File: src/rtl/bcd_counter_multi.sv
// Multi-digit BCD counter with enable, up/down, validated parallel load,
// optional saturation, combinational terminal count and registered wrap/load-error pulses.
module bcd_counter_multi #(
    parameter int DIGITS   = 4,
    parameter bit SATURATE = 1'b0
) (
    input  logic                clk,
    input  logic                rst,
    input  logic                en,
    input  logic                up_dn,
    input  logic                load,
    input  logic [4*DIGITS-1:0] load_val,
    output logic [4*DIGITS-1:0] count,
    output logic                tc,
    output logic                wrap,
    output logic                load_err
);
    localparam int W = 4 * DIGITS;

    logic [W-1:0]      count_reg;
    logic [W-1:0]      step_next;
    logic              wrap_reg;
    logic              load_err_reg;
    logic [DIGITS-1:0] is9;
    logic [DIGITS-1:0] is0;
    logic [DIGITS-1:0] digit_ok;
    logic [DIGITS:0]   all9;
    logic [DIGITS:0]   all0;
    logic              at_limit;
    logic              load_ok;

    genvar gi;
    generate
        for (gi = 0; gi < DIGITS; gi++) begin : g_digit
            logic [3:0] d;
            logic [3:0] d_inc;
            logic [3:0] d_dec;
            assign d     = count_reg[4*gi +: 4];
            assign is9[gi] = (d == 4'd9);
            assign is0[gi] = (d == 4'd0);
            assign d_inc = is9[gi] ? 4'd0 : d + 4'd1;
            assign d_dec = is0[gi] ? 4'd9 : d - 4'd1;
            // A digit moves only when every lower digit is at its rollover value.
            assign step_next[4*gi +: 4] = up_dn ? (all9[gi] ? d_inc : d)
                                                : (all0[gi] ? d_dec : d);
            assign digit_ok[gi] = (load_val[4*gi +: 4] <= 4'd9);
        end
    endgenerate

    // Prefix-AND of the per-digit limit flags; all9[k] means digits 0..k-1 are all 9.
    always_comb begin
        all9[0] = 1'b1;
        all0[0] = 1'b1;
        for (int k = 0; k < DIGITS; k++) begin
            all9[k+1] = all9[k] & is9[k];
            all0[k+1] = all0[k] & is0[k];
        end
    end

    assign at_limit = up_dn ? all9[DIGITS] : all0[DIGITS];
    assign load_ok  = &digit_ok;

    always_ff @(posedge clk) begin
        if (rst) begin
            count_reg    <= '0;
            wrap_reg     <= 1'b0;
            load_err_reg <= 1'b0;
        end else begin
            wrap_reg     <= 1'b0;
            load_err_reg <= 1'b0;
            if (load) begin
                if (load_ok) begin
                    count_reg <= load_val;
                end else begin
                    load_err_reg <= 1'b1;
                end
            end else if (en) begin
                if (at_limit) begin
                    // The step chain already yields all-0s/all-9s on rollover.
                    if (!SATURATE) begin
                        count_reg <= step_next;
                        wrap_reg  <= 1'b1;
                    end
                end else begin
                    count_reg <= step_next;
                end
            end
        end
    end

    assign count    = count_reg;
    assign wrap     = wrap_reg;
    assign load_err = load_err_reg;
    assign tc       = en & at_limit;

endmodule

File: config.mk
export PLATFORM = sky130hd
export DESIGN_NAME = bcd_counter_multi
export DESIGN_NICKNAME = d
export VERILOG_FILES = /design/src/rtl/bcd_counter_multi.sv
export SDC_FILE = /design/constraint.sdc
export NUM_CORES = 1
export LEC_CHECK = 0
export ABC_CLOCK_PERIOD_IN_PS = 2250
export BUFFER_PORTS_ARGS = -buffer_cell sky130_fd_sc_hd__buf_2
export CORE_AREA = 2 2 73 75
export DETAILED_ROUTE_END_ITERATION = 10
export DIE_AREA = 0 0 75 77
export PLACE_DENSITY = 0.66
export SLEW_MARGIN = 0
export SYNTH_ARGS = -nofsm -noshare
export SYNTH_HDL_FRONTEND = slang
export SYNTH_SLANG_ARGS = --single-unit
File: constraint.sdc
create_clock -name clk -period 2.25 [get_ports clk]
set_input_delay 0.225 -clock clk [delete_from_list [all_inputs] [get_ports clk]]
set_output_delay 0.225 -clock clk [all_outputs]
set_load 0.1 [all_outputs]
# Yosys cells after proc, flatten, opt, wreduce, memory -nomap -nowiden
# Cells that the tools add are included.
[word_totals] ff_bits=18 in_bits=21 word_cells=74
[op_classes] n_addsub=8 n_lt_le_gt_ge=4 n_eq_ne=8 muxes=24 n_bitwise=9 n_reduce_logical=15
[ops] cell="$mux W4" n=18
[ops] cell="$mux W16" n=3
[ops] cell="$add A4 B1 Y4 const B" n=4
[ops] cell="$eq A4 B4 Y1 const B" n=4
[ops] cell="$le A4 B4 Y1 const B" n=4
[ops] cell="$logic_not A4 Y1" n=4
[ops] cell="$reduce_and A4 Y1" n=4
[ops] cell="$sub A4 B1 Y4 const B" n=4
[ops] cell="$ne A3 B1 Y1 const B" n=3
[ops] cell="$reduce_bool A3 Y1" n=3
[ops] cell="$and A1 B1 Y1" n=7
[ops] cell="$mux W1" n=3
[ops] cell="$reduce_or A3 Y1" n=1
[ops] cell="$ne A2 B1 Y1 const B" n=1
[ops] cell="$not A1 Y1" n=2
[ops] cell="$reduce_and A2 Y1" n=1
[ops] cell="$reduce_bool A2 Y1" n=1
[ops] cell="$reduce_or A2 Y1" n=1

# Depth between registers and ports, before layout
# Gate-level depths: netlist of the first run.
[depth] ltp_word=7 mapped_depth=7 mapped_depth_nobuf=5

# Worst setup path before layout of the first run
# No wires, ideal clock.
[synth_timing] path_kind="register to output" from="reg count_reg[7], in the netlist count[7]" to="out tc" t_arrival_ns=2.645 t_required_ns=2.025 setup_slack_ns=-0.620 stages_incl_launch_ff=6 n_path_buf=0 path_cell_list="dfxtp_1 -> and4bb_2 -> nand4_1 -> nor2_1 -> a31oi_1 -> and3b_1"
[synth_via] elab_chain_cells=6
[synth_lines] item="from (decl)" line="20" text="logic [W-1:0] count_reg;"
[synth_lines] item="from (signal assigned)" line="73" text="count_reg <= load_val;"
[synth_lines] item="from (signal assigned)" line="81" text="count_reg <= step_next;"
[synth_lines] item="from (signal assigned)" line="85" text="count_reg <= step_next;"
[synth_lines] item="$eq A4 B4 Y1 / $logic_not A4 Y1 (equally long branches)" line="39, 40"
[synth_lines] item="$and A1 B1 Y1 (on tied branches) (3 in a row)" line="55, 56"
[synth_lines] item="$mux W1 *" line="60" text="assign at_limit = up_dn ? all9[DIGITS] : all0[DIGITS];"
[synth_lines] item="$and A1 B1 Y1 *" line="94" text="assign tc = en & at_limit;"
[synth_lines] item="to (decl)" line="14" text="output logic tc,"
# Every way passes the cells marked *; elsewhere a longest branch is shown, timed or not.

# Final worst setup path of the first run
[layout_timing] from="reg count_reg[5], in the netlist count[5]" to="out tc"
# Same word-level chain as after synthesis.

==> results of run 1 <==
[final cells by class]
cell class / instances / area, sq um
Clock buffer: 4 / 55.1
Sequential cell: 18 / 377
Multi-Input combinational cell: 167 / 1120
Inverter: 7 / 26.3
Timing Repair Buffer: 46 / 263
Fill cell: 529 / 3050
Tap cell: 70 / 87.6
[timing repair]
item / 4_1_cts / 5_1_grt
setup endpoints to repair: 0 / 1
hold buffers: 0 / 0
setup buffers: 0 / 1
gates resized for setup: 0 / 1
[kinds of logic after synthesis]
| logic type | count (synthesis) | share of synthesized area (%) |
|---|---|---|
| muxes | 4 | 2.37 |
| AOI/OAI and AO/OA | 70 | 30.2 |
| and+or+nand+nor | 84 | 29.1 |
| buffers and inverters | 31 | 12.3 |
| xor gates and xnor gates | 9 | 4.67 |
| DFF | 18 | 21.3 |
[routing by layer]
metal | share of wire (%) | routed length (um) | track usage [%] | vias up
met3 | 4.6 | 202 | 2.23 | 4
li1 | - | - | - | 851
met1 | 49 | 2160 | 22.7 | 768
met5 | 0 | 0 | 0 | -
met4 | 0.62 | 27 | 3.39 | 0
met2 | 45 | 1980 | 23.8 | 43
[power by group through the flow]
stage | clock (mW) | sequential, mW | combinational [mW]
6_report | 0.278 | 0.401 | 0.457
5_1_grt | 0.296 | 0.407 | 0.491
4_1_cts | 0.282 | 0.400 | 0.454
3_5_place_dp | 0 | 0.408 | 0.453
3_3_place_gp | 0 | 0.406 | 0.452
2_1_floorplan | 0 | 0.524 | 0.263
[cells in the mapped netlist, types with 2 or more instances]
| master | number |
|---|---|
| nor2_1 | 19 |
| dfxtp_1 | 18 |
| nand2_1 | 17 |
| o21ai_0 | 13 |
| a21oi_1 | 12 |
| buf_6 | 8 |
| clkbuf_1 | 8 |
| xnor2_1 | 8 |
| nand2b_1 | 7 |
| inv_1 | 6 |
| nor3_1 | 6 |
| o21a_1 | 6 |
| a311oi_1 | 5 |
| buf_2 | 5 |
| nand3_1 | 5 |
| mux2i_1 | 4 |
| o211ai_1 | 4 |
| o22ai_1 | 4 |
| a31oi_1 | 3 |
| nand4_1 | 3 |
| or2_2 | 3 |
| a211o_2 | 2 |
| a21boi_0 | 2 |
| a221o_1 | 2 |
| a32o_1 | 2 |
| and2_1 | 2 |
| and3_1 | 2 |
| and3b_1 | 2 |
| nand3b_1 | 2 |
| nor2b_1 | 2 |
| nor4_4 | 2 |
| nor4b_1 | 2 |
| o2111ai_1 | 2 |
[final timing paths]
path | from | end | slack, ns | cells after the start
worst max-delay path | count[5] | tc | 0.12 | 6
worst min-delay path | load_val[8] | count[8] | 0.23 | 3
worst max register to register | count[6] | count[14] | 0.31 | 5
worst min register to register | count[7] | count[7] | 0.55 | 2
[worst max-delay path, cell delays in order (launching register included)]
cell	delay [ns]
dfxtp_2	0.40
and4bb_2	0.31
nand4_1	0.16
nor2_1	0.13
a31oi_1	0.13
and3b_4	0.35
buf_12	0.17
==> results.txt, run 1 <==
Vias per Instance -> 5.34
Critical Path Fanout Max -> 11
DP Area -> 1870 sq um
leading cell types by total area after synthesis -> dfxtp_1 21%, buf_6 5.3%, nor2_1 4.2%, xnor2_1 4.2%, o21ai_0 3.9%
Post-synth EDFFs -> 0
Reg power frac -> 35.3%
area delta synth->final -> 14.5%
final setup fails -> 0
Yosys top cell area share -> 21.3%
Worst Hold Class -> in -> reg
setup slack after layout -> 0.122 ns
routability cong. -> 0.824
vias in the first global route -> 1,518
drt first pass iters -> 4
overall routing resource usage -> 15.5%
Clock Sinks -> 18
Yosys Warn Count -> 0
n_diodes -> 0
clock slew at reported path FFs -> 0.08 ns
Clock Power Share -> 24.5%
initial core utilization -> 33.9%
max-capacitance violation count -> 0
initial antenna violation count -> 0
power consumption -> 1.13 mW
CTS tree -> yes
Sw Ratio -> 43.0%
post-synth net total -> 237
Worst Clk Skew -> 0.00598 ns
dpl cells -> 307
Yosys cell types -> 61
Rel. slew slack -> 63.7%
Avg Cell Area, Syn -> 7.81 sq um
Total Routed Length -> 4.37 mm
Worst-Margin Slew -> 0.544 ns
Max Slew Vio Count -> 0
cell-internal power -> 0.647 mW
Largest register FFs -> 16
clock root buffer -> clkbuf_8
Yosys top cell by area -> dfxtp_1
num rows -> 26
total grt overflow -> 0
first-pass GRT wire length -> 7.20 mm
worst slack, placed -> 0.301 ns
WP data required -> 2.03 ns
fin area -> 1930 sq um
Vias -> 1,666
Power Density -> 587 nW/um^2
Max IR drop VDD -> 0.253 mV
final hold slack -> 0.225 ns
mapped cell area -> 1690 sq um
port buffer count -> 39
Arr. time, crit path -> 1.90 ns
core area -> 4980 sq um
Fmax -> 0.470 GHz
commonest non-fill, non-tap cell in the layout -> buf_2
Synth Register Bits -> 18
most common flop cell mapped by yosys -> dfxtp_1
Async S/R FF share, synth -> 0%
IO Count -> 40
die width -> 75 um
cells after synthesis -> 216
largest net degree at the start of global routing -> 21
die span in y -> 77 um
status -> finished, final reports clean
H-tree level count -> 1
Net Switching -> 0.487 mW
final hold viol count -> 0
Seq/Total Area, Yosys -> 21.3%
Detail Placement HPWL -> 3.20 mm
Logic pwr share -> 40.2%
Leakage Power -> 0.730 nW
WS Path Type -> reg -> out
CP startpoint kind -> flip-flop
fin crit share -> 94.6%
non-filler cells, final -> 312
die area -> 5780 sq um
clock buffer depth -> 2
WL/cell -> 14.0 um
Residual DRC -> 0
nets@finish -> 264
post-layout util -> 38.8%
worst skew pair latency -> 0.26 ns
Starting DRT DRC Count -> 81
commonest cells after routing, fill and taps aside -> 38 x buf_2, 19 x nor2_1, 17 x nand2_1
Final Critical Period -> 2.13 ns
final setup TNS -> 0 ns
Detail Route Antenna Nets -> 0
layout cell share with drive strength beyond 1 -> 31.4%
Num CTS Buffers -> 3
CP endpoint kind -> primary output
Power figures use the tool's default switching activity.
==> inputs of run 2 (changes only) <==
PLACE_DENSITY = unset   (was 0.66)
PLACE_DENSITY_LB_ADDON = 0.08   (was unset)
==> results.txt, run 2 (synthesis gave the netlist of run 1 again) <==
clock buffer depth -> 2 (unchanged)
Crit-path slowest cell -> dfxtp_2 (unchanged)
vias in the first global route -> 1,462 (was 1,518)
Total Routed Length -> 4.61 mm (was 4.37 mm)
final setup fails -> 0 (unchanged)
CP startpoint kind -> flip-flop (unchanged)
n_diodes -> 0 (unchanged)
WS Path Type -> reg -> out (unchanged)
clock root buffer -> clkbuf_8 (unchanged)
first-pass GRT wire length -> 7.78 mm (was 7.20 mm)
Critical Path Fanout Max -> 12 (was 11)
initial antenna violation count -> 0 (unchanged)
fin crit share -> 94.6% (about the same)
Starting DRT DRC Count -> 134 (was 81)
worst skew pair latency -> 0.26 ns (about the same)
slack of the worst reg-to-reg path -> 0.31 ns (about the same)
Worst-Margin Slew -> 0.484 ns (was 0.544 ns)
setup slack after layout -> 0.121 ns (was 0.122 ns)
Detail Placement HPWL -> 3.35 mm (was 3.20 mm)
RSZ-0062 raised after global routing -> yes
CP endpoint kind -> primary output (unchanged)
WL/cell -> 14.7 um (was 14.0 um)
final hold slack -> 0.234 ns (was 0.225 ns)
Arr. time, crit path -> 1.90 ns (about the same)
IO Count -> 40 (unchanged)
worst slack, placed -> 0.299 ns (was 0.301 ns)
overall routing resource usage -> 17.3% (was 15.5%)
Hold Buf Count CTS -> 0 (unchanged)
Fmax -> 0.470 GHz (about the same)
area delta synth->final -> 16.4% (was 14.5%)
commonest cells after routing, fill and taps aside -> 38 x buf_2, 19 x nor2_1, 17 x nand2_1 (unchanged)
Final Critical Period -> 2.13 ns (about the same)
Max Slew Vio Count -> 0 (unchanged)
Power Density -> 584 nW/um^2 (was 587 nW/um^2)
Worst Clk Skew -> 0.00366 ns (was 0.00598 ns)
Detail Route Antenna Nets -> 0 (unchanged)
slowest stage delay, CP -> 0.41 ns (was 0.40 ns)
Worst Hold Class -> in -> reg (unchanged)
num rows -> 26 (unchanged)
CTS tree -> yes (unchanged)
commonest non-fill, non-tap cell in the layout -> buf_2 (unchanged)
metal3 WL -> 148 um (was 202 um)
status -> finished, final reports clean (unchanged)
met2 WL post-DR -> 2.14 mm (was 1.98 mm)
non-filler cells, final -> 313 (was 312)
WP data required -> 2.03 ns (about the same)
M1 WL -> 2.30 mm (was 2.16 mm)
core area -> 4980 sq um (unchanged)
nets@finish -> 265 (was 264)
total grt overflow -> 0 (unchanged)
final hold viol count -> 0 (unchanged)
max-capacitance violation count -> 0 (unchanged)
Largest register FFs -> 16 (unchanged)
initial core utilization -> 33.9% (unchanged)
drt first pass iters -> 4 (unchanged)
largest net degree at the start of global routing -> 21 (unchanged)
die width -> 75 um (unchanged)
CP Cell Sequence -> nor4_4 -> nand4b_1 -> nor3_1 -> a31oi_1 -> and3b_4 -> buf_12 (was and4bb_2 -> nand4_1 -> nor2_1 -> a31oi_1 -> and3b_4 -> buf_12)
Num CTS Buffers -> 3 (unchanged)
top sig layer -> met4 (unchanged)
clock slew at reported path FFs -> 0.08 ns (about the same)
port buffer count -> 39 (unchanged)
Vias -> 1,669 (was 1,666)
Rel. slew slack -> 67.8% (was 63.7%)
H-tree level count -> 1 (unchanged)
Clock Sinks -> 18 (unchanged)
Residual DRC -> 0 (unchanged)
layout cell share with drive strength beyond 1 -> 32.1% (was 31.4%)
Vias per Instance -> 5.33 (was 5.34)
die span in y -> 77 um (unchanged)
routability cong. -> 0.738 (was 0.824)
Max IR drop VDD -> 0.218 mV (was 0.253 mV)
dpl cells -> 308 (was 307)
die area -> 5780 sq um (unchanged)
Leakage Power -> 0.745 nW (was 0.730 nW)
run 2: where the power goes:
group	switching, mW	internal, mW
Clock	0.122	0.156
Sequential	0.0636	0.343
Combinational	0.307	0.154
Total	0.493	0.653
run 2: through the flow:
| step | setup TNS [ns] | cell area (sq um) | util (%) | total power, mW |
|---|---|---|---|---|
| after floorplan | 0 | 1710 | - | 0.787 |
| final | 0 | 1960 | 39.5 | 1.15 |
| after CTS | 0 | 1940 | 39.0 | 1.16 |
| after global placement | 0 | 1890 | 37.9 | 0.871 |
| after detailed placement | 0 | 1890 | 37.9 | 0.869 |
| after global routing | -0.0116 | 1960 | 39.5 | 1.23 |
run 2: layout make-up:
type | count | area [sq um]
clock buffer | 4 | 55.1
inverter | 7 | 26.3
timing repair buffer | 47 | 283
tap | 70 | 87.6
multi-input combinational | 167 | 1130
fill | 545 | 3010
sequential | 18 | 380
run 2: final timing paths:
kind / from / end / cells after the start
setup / recovery: count[3] / tc / 6
hold / removal: load_val[8] / count[8] / 3
setup reg to reg: count[3] / count[14] / 5
hold reg to reg: count[7] / count[7] / 2
run 2: timing repair:
action	4_1_cts	5_1_grt
buffers inserted	0	1
gates resized for setup	0	4
hold endpoints to repair	0	0
endpoints found under the setup margin	0	1
run 2: metal layers:
layer / vias to the layer above / global-route usage [%]
met1: 787 / 26.1
met4: 0 / 4.29
met2: 29 / 24.8
met3: 2 / 3.15
li1: 851 / -
met5: - / 0
run 2: critical path, delay by kind of cell, from the launching register on:
kind                   cells  cell delay [ns]
AND/OR/NAND/NOR            4             0.98
flip-flops                 1             0.41
buffers and inverters      1             0.17
AO/OA/AOI/OAI              1             0.08
